--- src/rtl/ddr_pkg.sv ---
// Shared encodings for the DDR5 request-level command scheduler:
// FSM state codes, command codes and request-address field positions.
package ddr_pkg;

  typedef enum logic [3:0] {
    ST_IDLE     = 4'd0,
    ST_PRE      = 4'd1,
    ST_WAIT_RP  = 4'd2,
    ST_ACT      = 4'd3,
    ST_WAIT_ACT = 4'd4,
    ST_RDWR     = 4'd5,
    ST_PREA     = 4'd6,
    ST_REF      = 4'd7,
    ST_WAIT_RFC = 4'd8
  } state_e;

  typedef enum logic [2:0] {
    CMD_NOP  = 3'd0,
    CMD_ACT  = 3'd1,
    CMD_RD   = 3'd2,
    CMD_WR   = 3'd3,
    CMD_PRE  = 3'd4,
    CMD_PREA = 3'd5,
    CMD_REF  = 3'd6
  } cmd_e;

  localparam int BA_BIT    = 20;
  localparam int ROW_MSB   = 15;
  localparam int ROW_LSB   = 8;
  localparam int COL_MSB   = 7;
  localparam int COL_LSB   = 0;
  localparam int ROW_W     = 16;
  localparam int COL_W     = 10;
  localparam int NUM_BANKS = 2;
  localparam int CNT_W     = 16;

endpackage

--- src/rtl/ddr_cmd_sched_tim_cnt.sv ---
// Loadable down-counter that parks at zero; zero_o flags the terminal count.
// Reset preloads the counter with the current load value.
module tim_cnt #(
  parameter int W = 16
) (
  input  logic         clk,
  input  logic         rst,
  input  logic         load_i,
  input  logic [W-1:0] load_val_i,
  output logic         zero_o
);

  logic [W-1:0] cnt_q, cnt_d;

  always_comb begin
    cnt_d = cnt_q;
    if (load_i) begin
      cnt_d = load_val_i;
    end else if (cnt_q != '0) begin
      cnt_d = cnt_q - W'(1);
    end
  end

  always_ff @(posedge clk) begin
    if (rst) begin
      cnt_q <= load_val_i;
    end else begin
      cnt_q <= cnt_d;
    end
  end

  assign zero_o = (cnt_q == '0);

endmodule

--- src/rtl/ddr_cmd_sched.sv ---
// Request-level DDR5 command scheduler: open-row tracking per bank, ACT/RD/WR/PRE
// sequencing with t_act/t_rp/t_rfc spacing, and periodic PREA+REF refresh.
module ddr_cmd_sched #(
  parameter int t_act  = 3,
  parameter int t_rp   = 2,
  parameter int t_rfc  = 8,
  parameter int t_refi = 64
) (
  input  logic        clk,
  input  logic        rst,
  input  logic        req_valid,
  output logic        req_ready,
  input  logic [31:0] req_addr,
  input  logic        req_we,
  output logic [2:0]  cmd,
  output logic        cmd_ba,
  output logic [15:0] cmd_row,
  output logic [9:0]  cmd_col,
  output logic [3:0]  current_state,
  output logic        busy
);
  import ddr_pkg::*;

  // Wait counters run t-1 cycles: loaded with t-2 in the issuing state, exit on zero.
  localparam logic [CNT_W-1:0] ACT_LD  = CNT_W'(t_act - 2);
  localparam logic [CNT_W-1:0] RP_LD   = CNT_W'(t_rp - 2);
  localparam logic [CNT_W-1:0] RFC_LD  = CNT_W'(t_rfc - 2);
  localparam logic [CNT_W-1:0] REFI_LD = CNT_W'(t_refi - 1);

  state_e               state_q, state_d;
  logic                 ref_pend_q, ref_pend_d;
  logic                 rp_to_ref_q, rp_to_ref_d;
  logic [NUM_BANKS-1:0] open_q, open_d;
  logic [ROW_W-1:0]     orow_q [NUM_BANKS];

  logic                 lat_ba_q;
  logic [ROW_W-1:0]     lat_row_q;
  logic [COL_W-1:0]     lat_col_q;
  logic                 lat_we_q;

  logic                 in_ba;
  logic [ROW_W-1:0]     in_row;
  logic [COL_W-1:0]     in_col;
  logic                 acc;
  logic                 wt_load;
  logic [CNT_W-1:0]     wt_val;
  logic                 wt_zero;
  logic                 ref_zero;
  cmd_e                 cmd_c;
  logic                 unused_addr;

  assign in_ba  = req_addr[BA_BIT];
  assign in_row = {8'd0, req_addr[ROW_MSB:ROW_LSB]};
  assign in_col = {2'd0, req_addr[COL_MSB:COL_LSB]};
  assign unused_addr = ^{req_addr[31:BA_BIT+1], req_addr[BA_BIT-1:ROW_MSB+1]};

  assign req_ready     = (state_q == ST_IDLE) && !ref_pend_q;
  assign busy          = (state_q != ST_IDLE) || ref_pend_q;
  assign acc           = req_valid && req_ready;
  assign current_state = state_q;

  tim_cnt #(.W(CNT_W)) u_wait_cnt (
    .clk       (clk),
    .rst       (rst),
    .load_i    (wt_load),
    .load_val_i(wt_val),
    .zero_o    (wt_zero)
  );

  // Free-running refresh interval: reloads itself on the cycle it reads zero.
  tim_cnt #(.W(CNT_W)) u_refi_cnt (
    .clk       (clk),
    .rst       (rst),
    .load_i    (ref_zero),
    .load_val_i(REFI_LD),
    .zero_o    (ref_zero)
  );

  always_comb begin
    state_d     = state_q;
    ref_pend_d  = ref_pend_q;
    rp_to_ref_d = rp_to_ref_q;
    open_d      = open_q;
    wt_load     = 1'b0;
    wt_val      = '0;
    unique case (state_q)
      ST_IDLE: begin
        if (ref_pend_q) begin
          state_d = (|open_q) ? ST_PREA : ST_REF;
        end else if (req_valid) begin
          if (!open_q[in_ba])                 state_d = ST_ACT;
          else if (orow_q[in_ba] == in_row)   state_d = ST_RDWR;
          else                                state_d = ST_PRE;
        end
      end
      ST_PRE: begin
        open_d[lat_ba_q] = 1'b0;
        rp_to_ref_d      = 1'b0;
        wt_load          = 1'b1;
        wt_val           = RP_LD;
        state_d          = ST_WAIT_RP;
      end
      ST_WAIT_RP: begin
        if (wt_zero) state_d = rp_to_ref_q ? ST_REF : ST_ACT;
      end
      ST_ACT: begin
        open_d[lat_ba_q] = 1'b1;
        wt_load          = 1'b1;
        wt_val           = ACT_LD;
        state_d          = ST_WAIT_ACT;
      end
      ST_WAIT_ACT: begin
        if (wt_zero) state_d = ST_RDWR;
      end
      ST_RDWR: state_d = ST_IDLE;
      ST_PREA: begin
        open_d      = '0;
        rp_to_ref_d = 1'b1;
        wt_load     = 1'b1;
        wt_val      = RP_LD;
        state_d     = ST_WAIT_RP;
      end
      ST_REF: begin
        ref_pend_d = 1'b0;
        wt_load    = 1'b1;
        wt_val     = RFC_LD;
        state_d    = ST_WAIT_RFC;
      end
      ST_WAIT_RFC: begin
        if (wt_zero) state_d = ST_IDLE;
      end
      default: state_d = ST_IDLE;
    endcase
    if (ref_zero) ref_pend_d = 1'b1;
  end

  always_ff @(posedge clk) begin
    if (rst) begin
      state_q     <= ST_IDLE;
      ref_pend_q  <= 1'b0;
      rp_to_ref_q <= 1'b0;
      open_q      <= '0;
    end else begin
      state_q     <= state_d;
      ref_pend_q  <= ref_pend_d;
      rp_to_ref_q <= rp_to_ref_d;
      open_q      <= open_d;
    end
  end

  // Request latch and open-row values are qualified by state/open flags, so no reset.
  always_ff @(posedge clk) begin
    if (acc) begin
      lat_ba_q  <= in_ba;
      lat_row_q <= in_row;
      lat_col_q <= in_col;
      lat_we_q  <= req_we;
    end
    if (state_q == ST_ACT) begin
      orow_q[lat_ba_q] <= lat_row_q;
    end
  end

  always_comb begin
    cmd_c   = CMD_NOP;
    cmd_ba  = 1'b0;
    cmd_row = '0;
    cmd_col = '0;
    unique case (state_q)
      ST_PRE: begin
        cmd_c  = CMD_PRE;
        cmd_ba = lat_ba_q;
      end
      ST_ACT: begin
        cmd_c   = CMD_ACT;
        cmd_ba  = lat_ba_q;
        cmd_row = lat_row_q;
      end
      ST_RDWR: begin
        cmd_c   = lat_we_q ? CMD_WR : CMD_RD;
        cmd_ba  = lat_ba_q;
        cmd_col = lat_col_q;
      end
      ST_PREA: cmd_c = CMD_PREA;
      ST_REF:  cmd_c = CMD_REF;
      default: cmd_c = CMD_NOP;
    endcase
  end

  assign cmd = cmd_c;

endmodule

--- config.mk ---
export PLATFORM = sky130hd
export DESIGN_NAME = ddr_cmd_sched
export DESIGN_NICKNAME = d
export VERILOG_FILES = /design/src/rtl/ddr_pkg.sv /design/src/rtl/ddr_cmd_sched_tim_cnt.sv /design/src/rtl/ddr_cmd_sched.sv
export SDC_FILE = /design/constraint.sdc
export NUM_CORES = 1
export LEC_CHECK = 0
export CAP_MARGIN = 0
export CORE_AREA = 2 2 96 98
export DETAILED_ROUTE_END_ITERATION = 10
export DIE_AREA = 0 0 98 100
export PLACE_DENSITY = 0.76
export SLEW_MARGIN = 10
export SYNTH_ARGS = -nofsm -noshare
export SYNTH_HDL_FRONTEND = slang
export SYNTH_HIERARCHICAL = 1
export SYNTH_SLANG_ARGS = --single-unit
--- constraint.sdc ---
create_clock -name clk -period 3.6 [get_ports clk]
set_input_delay 0.72 -clock clk [delete_from_list [all_inputs] [get_ports clk]]
set_output_delay 0.72 -clock clk [all_outputs]
set_load 0.01 [all_outputs]
# Word level (Yosys, flattened, before mapping)
# Memories as Yosys holds them, arrays and structs flattened.
# Cells that the tools add are included.
dict set report word_totals {
  regBits 58
  wordCells 83
  ramBits 16
  mem_count 1
}
dict set report classes {
  n_mux 30
  addsub 2
  n_bitwise 3
  n_reduce_logical 21
  eq_ne 13
  magnitude_cmp 3
}
# name depth width rd rd_clocked_by_memory_dff wr line
set memory_table {}
lappend memory_table {orow_q 2 8 1 0 1 ddr_cmd_sched.sv:34} ;# logic [ROW_W-1:0] orow_q [NUM_BANKS];
# operator count
set op_table {}
lappend op_table {{16-bit two-way mux} 3}
lappend op_table {{16-bit zero test} 2}
lappend op_table {{16-bit nonzero test} 2}
lappend op_table {{16-bit by 1-bit subtractor with 16-bit output, second input constant} 2}
lappend op_table {{4-bit case mux with 7 select lines} 1}
lappend op_table {{4-bit two-way mux} 5}
lappend op_table {{16-bit by 8-bit equality test with 1-bit output} 1}
lappend op_table {{4-bit by 3-bit equality test with 1-bit output, second input constant} 4}
lappend op_table {{8-bit two-way mux} 2}
lappend op_table {{3-bit case mux with 5 select lines} 1}
lappend op_table {{1-bit two-way mux} 11}
lappend op_table {{3-bit two-way mux} 3}
lappend op_table {{4-bit by 2-bit equality test with 1-bit output, second input constant} 2}
lappend op_table {{2-bit by 1-bit inequality test with 1-bit output, second input constant} 3}
lappend op_table {{2-bit case mux with 3 select lines} 1}
lappend op_table {{3-bit case mux with 2 select lines} 1}
lappend op_table {{3-bit nonzero test} 2}
lappend op_table {{2-bit OR reduction} 3}
lappend op_table {{4-bit by 1-bit equality test with 1-bit output, second input constant} 1}
lappend op_table {{4-bit equality test, second input constant} 1}
lappend op_table {{4-bit zero test} 1}
lappend op_table {{1-bit by 2-bit less-than comparator with 1-bit output, second input constant} 2}
lappend op_table {{4-bit AND reduction} 1}
lappend op_table {{2-bit nonzero test} 2}
lappend op_table {{13 further kinds} 15}

# Logic depth before layout (Yosys ltp)
dict set report depth {
  depth_word 7
  mapped_depth 10
  depth_no_buf 9
}

# Modules after synthesis
# The synthesis kept the hierarchy.
# module seq_area_each_um2 area_per_inst_um2 cells_each instances
set modules_own_cells {}
lappend modules_own_cells {ddr_cmd_sched 1181.1 1970.6 166 1}
lappend modules_own_cells {tim_cnt 480.5 945.9 92 2}

# Worst setup path after synthesis
# No wires, ideal clock.
dict set report synth_path {
  path_type {register to register}
  startpoint {register u_refi_cnt.cnt_q[0]}
  endpoint {register u_refi_cnt.cnt_q[10], data pin}
  stages_incl_launch_ff 10
  period_less_slack_ns 2.519
  path_buffers 2
  arrival_ns 2.252
  path_slack_ns 1.081
  t_required_ns 3.334
  path_cell_list {edfxtp_1 -> inv_1 -> ha_1 -> nor3b_2 -> nand3_1 -> nor4_1 -> or2_1 -> clkbuf_1 -> clkbuf_1 -> o21ai_1}
}
dict set report synth_between {
  elab_chain_cells 2
}
# item line
set synth_lines {}
lappend synth_lines {{start, declared} ddr_cmd_sched_tim_cnt.sv:13} ;# logic [W-1:0] cnt_q, cnt_d;
lappend synth_lines {{start signal, assigned} ddr_cmd_sched_tim_cnt.sv:26} ;# cnt_q <= load_val_i;
lappend synth_lines {{start signal, assigned} ddr_cmd_sched_tim_cnt.sv:28} ;# cnt_q <= cnt_d;
lappend synth_lines {{parallel branches: the longest is 2 deep, another holds 16-bit by 1-bit subtractor with 16-bit output} -}
# Several ways; the timed one is not identified.
# A chain may end at the register's enable or synchronous reset.

# Final worst setup path
dict set report layout_path {
  startpoint {register state_q[0], in the netlist current_state[0]}
  endpoint {output port cmd_row[0]}
}
dict set report layout_between {
  elab_chain_cells 2
}
# item line
set layout_lines {}
lappend layout_lines {{start, declared} ddr_cmd_sched.sv:30} ;# state_e state_q, state_d;
lappend layout_lines {{start signal, assigned} ddr_cmd_sched.sv:144} ;# state_q <= state_d;
lappend layout_lines {{4-bit by 2-bit equality test with 1-bit output} ddr_cmd_sched.sv:169} ;# unique case (state_q)
lappend layout_lines {{8-bit two-way mux} ddr_cmd_sched.sv:169}
lappend layout_lines {{end, declared} ddr_cmd_sched.sv:17} ;# output logic [15:0] cmd_row,
# Every way passes these cells.

==> out/qor.yml <==
cts_tree: "done"
synthTopCellsByCount: "edfxtp_1 (66), nand2_1 (43), o21ai_1 (20)"
yosysUniqueCellTypes: 51
dp.cells: 528
r2r_cells: 8
route.detailed.wl_per_inst_um: 14.2
hpwl_mm: 5.19
insertion_delay_ns: 0.36
yosysSeqAreaShare_pct: 55.5
grt_start_max_net_pins: 28
grtUsageTotal_pct: 16.3
die_area_sq_um: 9800
area_growth_pct: 22.4
end_kind: "primary output"
synth_async_sr_flop_share_pct: 0
arrival_ns: 2.48
reg2reg_from: "u_refi_cnt/cnt_q[0]"
max_slew_margin_pct: 40.8
drive_above_1_share_pct: 9.47
start_kind: "register"
coreArea_sq_um: 8890
portBuffers: 46
reg2reg_setup_slack_ns: 0.67
final_hold_viol_count: 0
powerDensity_nw_per_um2: 493
grt_pass1_vias: 2777
worstMarginPinSlew_ns: 0.887
ys_dominant_reg_cell: "edfxtp_1"
worst_ep_required_time_ns: 2.88
final_core_util_pct: 53.2
ios: 72
drt_iter0_drc: 152
rsz0062_at_grt: "no"
p_leak_nw: 1.69
cts-buffers-inserted: 9
ys_warn_count: 6
ant_nets: 0
clock.fmax_mhz: 312
ir_worst_vdd_mv: 0.209
cts.sinks: 74
cts.clk_slew.worst_paths_ns: 0.09
grt_pass1_wl_mm: 12.8
synth_cells: 350
cts_resized: 0
totalWireLength_mm: 7.70
synth-seq-cells: 74
viasPerCell: 5.12
cp-startpoint: "current_state[0]"
report.final.slew_viol_count: 0
synth_most_common_cell: "edfxtp_1"
antenna_found_initial: 0
synth_edf_count: 66
synth_top_area_share_pct: 51.3
syn_area_per_cell_sq_um: 11.0
holdWs_ns: 0.474
fin_crit_sh_pct: 88.9
instances_no_fill: 544
fin_nets: 466
dr.pass1.iters: 5
placed_area_sq_um: 4520
vias: 2783
start_util_pct: 43.4
gp_congestion: 0.842
worst-setup-path-type: "reg -> out"
outcome: "completed"
drc_errors: 0
cp-endpoint: "cmd_row[0]"
fin_tns_setup_ns: 0
yosysTopAreaCell: "edfxtp_1"
die-height_um: 100
min_path_type: "reg -> reg"
critPathMaxFanout: 18
ctsHtreeMaxLevel: 3
post_cts_buffers: 0
setup_violations: 0
stdcell_area_sq_um: 4730
cts_root_buf: "clkbuf_8"
period_needed_ns: 3.20
antenna_cells: 0
synth.area.top_cells: "edfxtp_1 (51%), nand2_1 (4.2%), dfxtp_1 (4.1%), xnor2_1 (3.4%), and2_1 (2.8%)"
cts.path.max_buffers: 2
r2r-end: "u_refi_cnt/cnt_q[8]"
holdBufCountCts: 0
fin_skew_ns: 0.0181
synth_area_sq_um: 3860
cap_violations: 0
die_w_um: 98
grt_overflow: 0
placementRows: 35
-- area by class of cell --
cell class | count | area, sq um
Timing Repair Buffer | 54 | 520
Clock inverter | 7 | 82.6
Clock buffer | 9 | 124
Fill cell | 780 | 4160
Sequential cell | 74 | 2140
Inverter | 9 | 33.8
Tap cell | 111 | 139
Multi-Input combinational cell | 280 | 1690
-- layout by cell type (no fill, tap or decap), types with 9 or more instances in the layout --
master / netlist / layout
clkdlybuf4s50_1: 0 / 46
conb_1: 2 / 39
o21ai_1: 20 / 20
a21oi_1: 13 / 13
nor2_1: 18 / 18
nand2_1: 43 / 43
nand3_1: 10 / 10
edfxtp_1: 66 / 66
clkbuf_8: 0 / 9
xor2_1: 12 / 12
xnor2_1: 15 / 15
and2_1: 17 / 17
-- per-stage QoR --
stage	setup slack (ns)	power, W
3_3_place_gp	0.761	0.00165
3_5_place_dp	0.693	0.00167
5_1_grt	0.202	0.00246
4_1_cts	0.392	0.00235
6_report	0.398	0.00233
2_1_floorplan	1.08	0.00152
-- sequential cells by signal, summed over array words and instances (netlist names) --
name / flops
open_q: 2
u_wait_cnt/cnt_q: 16
ref_pend_q: 1
current_state: 4
lat_we_q: 1
lat_ba_q: 1
lat_row_q: 8
u_refi_cnt/cnt_q: 16
orow_q: 16
rp_to_ref_q: 1
lat_col_q: 8
-- power breakdown --
part / internal (W) / leakage, nW / switching (W) / total, W
Clock: 0.000332 / 0.0988 / 0.000346 / 0.000678
Sequential: 0.00108 / 0.729 / 0.000127 / 0.00120
Combinational: 0.000214 / 0.858 / 0.000240 / 0.000454
Total: 0.00162 / 1.69 / 0.000713 / 0.00233
-- worst max-delay path, cell delays in order (launching register included) --
cell and delay (ns):
dfxtp_1 0.70, nand2_1 0.19, nor3_1 0.34, buf_4 0.24, and2_1 0.14, clkdlybuf4s50_1 0.53
-- per-layer routing --
metal / vias to the layer above / global-route usage (%) / routed length, um / part of all wire (%)
li1: 1395 / - / - / -
met1: 1303 / 21.7 / 3500 / 45
met2: 77 / 26.0 / 3760 / 49
met3: 8 / 3.62 / 351 / 4.6
met4: 0 / 6.94 / 89 / 1.2
met5: - / 0 / 0 / 0
-- how the worst min path moves through the flow --
| stage | startpoint | endpoint | cells after the start |
|---|---|---|---|
| 2_1_floorplan | lat_row_q[0] | orow_q[0][0] | 0 |
| 3_3_place_gp | lat_row_q[7] | orow_q[1][7] | 0 |
| 3_5_place_dp | lat_row_q[7] | orow_q[0][7] | 0 |
| 4_1_cts | lat_row_q[7] | orow_q[1][7] | 0 |
| 5_1_grt | lat_row_q[5] | orow_q[1][5] | 0 |
| 6_report | lat_row_q[4] | orow_q[0][4] | 0 |
-- logic make-up (layout without fill, tap and decap cells) --
logic type               after synthesis  after routing  synth area share (%)
AO/OA/AOI/OAI                         66             66                  10.4
XOR/XNOR                              27             27                  6.12
adder cells (fa/ha/maj)                2              2                 0.648
buffers and inverters                 33             79                  4.44
flip-flops                            74             74                  55.5
multiplexers                           8              8                  2.07
other                                  2             39                 0.194
AND/OR/NAND/NOR                      138            138                  20.7
Note: power is estimated with default switching activity, not from simulation.
